[config.mk]
export PLATFORM = sky130hd
export DESIGN_NAME = cla_mp_seq
export DESIGN_NICKNAME = d
export VERILOG_FILES = /design/src/rtl/cla_mp_seq.sv
export SDC_FILE = /design/constraint.sdc
export NUM_CORES = 1
export LEC_CHECK = 0
export BUFFER_PORTS_ARGS = -buffer_cell sky130_fd_sc_hd__buf_2
export CORE_MARGIN = 4
export CORE_UTILIZATION = 50
export CTS_CLUSTER_SIZE = 25
export DETAILED_ROUTE_END_ITERATION = 16
export GPL_ROUTABILITY_DRIVEN = 0
export PLACE_DENSITY = 0.78
export SYNTH_ARGS = -nofsm -noshare
export SYNTH_HDL_FRONTEND = slang
export SYNTH_SLANG_ARGS = --single-unit
[constraint.sdc]
create_clock -name clk -period 3.3 [get_ports clk]
set_clock_uncertainty 0.15 [all_clocks]
set_input_delay 0.33 -clock clk [delete_from_list [all_inputs] [get_ports clk]]
set_output_delay 0.33 -clock clk [all_outputs]
set_load 0.01 [all_outputs]
[src/rtl/cla_mp_seq.sv]
// cla_mp_seq: multi-precision add/subtract sequencer around one 4-bit
// carry-lookahead slice. Operands are processed LSB nibble first, one nibble
// per clock, with the carry registered between nibbles.
//
// Ports:
//   clk, rst_n  clock, asynchronous active-low reset
//   start       request; accepted only in IDLE or DONE
//   a, b        WIDTH-bit operands, latched on accept
//   cin         carry-in for add (ignored when sub=1)
//   sub         1 = a-b, 0 = a+b+cin; latched on accept
//   busy        high while nibbles are being processed (RUN)
//   done        one-cycle pulse, result valid (DONE)
//   sum         registered result
//   cout        final carry (sub: 1 = no borrow)
//   ovf         signed overflow of the full-width result
//
// Handshake: start is a level request sampled at a rising edge only when the
// block is in IDLE or DONE; the accepting edge latches the operands. sum,
// cout and ovf are qualified by done and then hold until the next accept.

module cla4 (
  input  logic [3:0] a,
  input  logic [3:0] b,
  input  logic       cin,
  output logic [3:0] s,
  output logic       cout
);
  logic [3:0] g;
  logic [3:0] p;
  logic [4:0] c;

  assign g = a & b;
  assign p = a ^ b;

  // Flattened lookahead carries.
  assign c[0] = cin;
  assign c[1] = g[0] | (p[0] & c[0]);
  assign c[2] = g[1] | (p[1] & g[0]) | (p[1] & p[0] & c[0]);
  assign c[3] = g[2] | (p[2] & g[1]) | (p[2] & p[1] & g[0])
              | (p[2] & p[1] & p[0] & c[0]);
  assign c[4] = g[3] | (p[3] & g[2]) | (p[3] & p[2] & g[1])
              | (p[3] & p[2] & p[1] & g[0])
              | (p[3] & p[2] & p[1] & p[0] & c[0]);

  assign s    = p ^ c[3:0];
  assign cout = c[4];
endmodule

module cla_mp_seq #(
  parameter int WIDTH = 16
) (
  input  logic             clk,
  input  logic             rst_n,
  input  logic             start,
  input  logic [WIDTH-1:0] a,
  input  logic [WIDTH-1:0] b,
  input  logic             cin,
  input  logic             sub,
  output logic             busy,
  output logic             done,
  output logic [WIDTH-1:0] sum,
  output logic             cout,
  output logic             ovf
);
  localparam int NNIB = WIDTH / 4;
  localparam int KW   = (NNIB > 1) ? $clog2(NNIB) : 1;

  if ((WIDTH % 4) != 0 || WIDTH < 4) begin : g_bad_width
    $error("cla_mp_seq: WIDTH must be a multiple of 4 and at least 4");
  end

  typedef enum logic [1:0] {
    ST_IDLE = 2'd0,
    ST_RUN  = 2'd1,
    ST_DONE = 2'd2
  } state_t;

  state_t state_q;
  state_t state_d;

  logic [WIDTH-1:0] a_q;
  logic [WIDTH-1:0] b_q;
  logic             carry_q;
  logic             sgn_a_q;
  logic             sgn_b_q;
  logic [KW-1:0]    k_q;
  logic [WIDTH-1:0] sum_q;
  logic             cout_q;
  logic             ovf_q;

  logic             accept;
  logic             last;
  logic [3:0]       nib_a;
  logic [3:0]       nib_b;
  logic [3:0]       slice_s;
  logic             slice_co;

  assign last = (k_q == KW'(NNIB - 1));

  // FSM next-state logic.
  always_comb begin
    state_d = state_q;
    accept  = 1'b0;
    case (state_q)
      ST_IDLE: begin
        if (start) begin
          accept  = 1'b1;
          state_d = ST_RUN;
        end
      end
      ST_RUN: begin
        if (last) state_d = ST_DONE;
      end
      ST_DONE: begin
        if (start) begin
          accept  = 1'b1;
          state_d = ST_RUN;
        end else begin
          state_d = ST_IDLE;
        end
      end
      default: state_d = ST_IDLE;
    endcase
  end

  always_ff @(posedge clk or negedge rst_n) begin
    if (!rst_n) state_q <= ST_IDLE;
    else        state_q <= state_d;
  end

  // Nibble k of the latched operands feeds the single slice.
  always_comb begin
    nib_a = '0;
    nib_b = '0;
    for (int i = 0; i < NNIB; i++) begin
      if (k_q == KW'(i)) begin
        nib_a = a_q[4*i +: 4];
        nib_b = b_q[4*i +: 4];
      end
    end
  end

  cla4 u_slice (
    .a    (nib_a),
    .b    (nib_b),
    .cin  (carry_q),
    .s    (slice_s),
    .cout (slice_co)
  );

  // Datapath. Subtraction is a + ~b + 1, so B is stored inverted and the
  // carry seeded with 1; sgn_b therefore reflects the inverted operand.
  always_ff @(posedge clk or negedge rst_n) begin
    if (!rst_n) begin
      a_q     <= '0;
      b_q     <= '0;
      carry_q <= 1'b0;
      sgn_a_q <= 1'b0;
      sgn_b_q <= 1'b0;
      k_q     <= '0;
      sum_q   <= '0;
      cout_q  <= 1'b0;
      ovf_q   <= 1'b0;
    end else if (accept) begin
      a_q     <= a;
      b_q     <= sub ? ~b : b;
      carry_q <= sub ? 1'b1 : cin;
      sgn_a_q <= a[WIDTH-1];
      sgn_b_q <= sub ? ~b[WIDTH-1] : b[WIDTH-1];
      k_q     <= '0;
      sum_q   <= '0;
    end else if (state_q == ST_RUN) begin
      for (int i = 0; i < NNIB; i++) begin
        if (k_q == KW'(i)) sum_q[4*i +: 4] <= slice_s;
      end
      carry_q <= slice_co;
      k_q     <= k_q + 1'b1;
      if (last) begin
        cout_q <= slice_co;
        ovf_q  <= (sgn_a_q == sgn_b_q) && (slice_s[3] != sgn_a_q);
      end
    end
  end

  assign busy = (state_q == ST_RUN);
  assign done = (state_q == ST_DONE);
  assign sum  = sum_q;
  assign cout = cout_q;
  assign ovf  = ovf_q;
endmodule

==> results.ini <==
[outcome]
status=finished, final reports clean

[finish]
fin_util=0.612
stdcell_count=428
nFillCells=480
drive_gt1_frac=0.212
antenna_cells=0
finalNetCount=403
layout-area-overhead-vs-synth_pct=16.2

[cts]
clk_latency_ps=310
root_buffer=clkbuf_8
numCtsBuffers=5
cts_tree=done
cts_resized=0
clock_path_buffers=2
cts_sinks=55
h-tree-depth=2
cts.clk_slew.worst_paths_ps=90

[pwr]
p_clk_frac=0.145
seqPwrFrac=0.365
power.net_switching_uw=1360
swShare=0.429
ir_worst_vdd_mv=0.415
combPwrFrac=0.490
p_leak_uw=0.00156
power_density_nw_per_um2=997
internal_power_uw=1810

[timing]
finalHoldViolCount=0
setup_tns_ps=0
finalSetupViolCount=0
max_slew_margin=0.418
finalCritPeriodShare=0.914
setup_ws_ps=283
report.final.slew_viol_count=0
rsz0062_at_grt=no
fmax_mhz=331
tightest_slew_ps=873
final.min_clock_period_ps=3020

[synth]
synth.largest_area_cell=dfrtp_1
synth_most_common_cell=nand2_1
synth_common_cells=97 x nand2_1, 55 x dfrtp_1, 32 x o21ai_0
synth_top_area_frac=0.502
synth.cell_area_sq_um=2740
syn_area_per_cell_sq_um=8.93
yosysUniqueCellTypes=33
synth_warnings=0
syn_nets=353
synth_edf_count=0
ys_ff_latch=55
ys_async_sr_fraction=1.00
syn_inst=307
synth_area_leaders=dfrtp_1 50%, nand2_1 13%, o21ai_0 5.8%
synth_flop_cell=dfrtp_1
ys_seq_area_frac=0.502

[critical_path]
crit_arrival_ps=3050
crit_end=sum[2]
rr_startpoint=k_q[0]
required_ps=3330
regToRegSetupSlack_ps=280
startpoint=k_q[0]
critical_path_class=flop to flop
path_cells=inv_1 -> ha_1 -> a21oi_1 -> o21ai_0 -> ha_1 -> a21o_1 -> a211o_1 -> o211ai_1 -> o21ai_0
r2r_cells=9
worstPathMaxFanout=20
worst_path_largest_cell_delay_ps=560
r2r_end=sum[2]
critPathSlowestCell=ha_1
critPathCaptureType=flop
critPathLaunchType=flop

[placed_design]
dp_slack_ps=311
dpl.cell_count=419
port_buffers=56
dp_hpwl_mm=4.33

[routing]
routedWlPerCell_um=13.7
ant_nets=0
num_vias=2235
wl_mm=5.85
first_iter_violations=122
drc=0
avgViaCountPerCell=5.22
dr.pass1.iters=4

[floorplanning]
dieArea_sq_um=6730
io_pins=57
rows=26
die_w_um=82.0
initial_core_util=0.526
die_h_um=82.0
core_sq_um=5200

[grt]
first_global_vias=2058
grt_antenna_before_repair=0
gr-usage-all-layers=0.196
grt_overflow=0
grt_pass1_wl_mm=10.0
grt_max_degree=55

[worst_hold_path]
hold_path_class=input pin to flop

[run]
maxCapViolCount=0

-- worst max-delay path: cells and delay by family (launching register included) --
family | cells | cell delay, ps
buf+inv | 1 | 100
flops | 1 | 430
compound gates | 6 | 1290
fa+ha+maj | 2 | 890
-- logic make-up (layout without fill, tap and decap cells) --
logic type	Yosys count	count (layout)	synth area share
AND/OR/NAND/NOR	129	129	0.208
AO/OA/AOI/OAI	74	74	0.153
flip-flops	55	55	0.502
buffers and inverters	23	74	0.0393
XOR/XNOR	17	17	0.0543
adder cells (fa/ha/maj)	9	9	0.0438
-- power groups by stage --
| stage | Clock (uW) | Combinational (uW) | Sequential (uW) |
|---|---|---|---|
| 3_5_place_dp | 0 | 1560 | 1170 |
| 5_1_grt | 502 | 1800 | 1200 |
| 6_report | 459 | 1560 | 1160 |
| 2_1_floorplan | 0 | 1150 | 1140 |
| 3_3_place_gp | 0 | 1500 | 1160 |
| 4_1_cts | 470 | 1570 | 1160 |
-- worst min-delay path by stage --
stage	from	to	slack, ps	cells past startpoint
6_report	a[6]	a_q[6]	50	3
5_1_grt	a[4]	a_q[4]	40	3
3_5_place_dp	a_q[9]	a_q[9]	320	2
2_1_floorplan	rst_n	a_q[0]	-120	0
4_1_cts	a[14]	a_q[14]	40	3
3_3_place_gp	a_q[5]	a_q[5]	310	2
-- area by class of cell --
| cell class | instances | area, sq um | area share |
|---|---|---|---|
| Timing Repair Buffer | 62 | 328 | 0.103 |
| Clock buffer | 6 | 82.6 | 0.0259 |
| Sequential cell | 55 | 1380 | 0.432 |
| Tap cell | 70 | 87.6 | 0.0275 |
| Inverter | 4 | 15.0 | 0.00472 |
| Clock inverter | 2 | 35.0 | 0.0110 |
| Multi-Input combinational cell | 229 | 1260 | 0.395 |
-- metrics by stage --
stage	power [uW]	area (sq um)	hold WS (ps)
final	3170	3180	49.8
after detailed placement	2730	3060	323
after floorplan	2290	2740	-116
after global routing	3500	3180	38.8
after global placement	2660	3060	313
after CTS	3200	3180	39.4
-- timing repair --
item | 4_1_cts | 5_1_grt
endpoints found under the hold margin | 15 | 0
buffers inserted | 0 | 0
hold buffers | 1 | 0
-- layer usage --
metal | GRT usage | routed length, um
met3 | 0.0439 | 389
met1 | 0.277 | 2790
met4 | 0.0615 | 59
met5 | 0 | 0
met2 | 0.299 | 2610
-- sequential cells by signal, indices dropped and copies added (netlist names) --
| name | cells |
|---|---|
| a_q | 16 |
| b_q | 16 |
| sum | 16 |
| k_q | 2 |
| state_q | 2 |
| carry_q | 1 |
| cout | 1 |
| ovf | 1 |
-- cell usage in the layout (no fill, tap or decap), drive strengths merged, types with 4 or more instances in the layout --
cell type and count:
buf 61, xnor2 17, o21ai 34, nand2 98
ha 8, nand3 7, inv 4, dfrtp 55
a21oi 27, nand3b 8, clkbuf 6, nor2 5
Note: power is estimated with default switching activity, not from simulation.
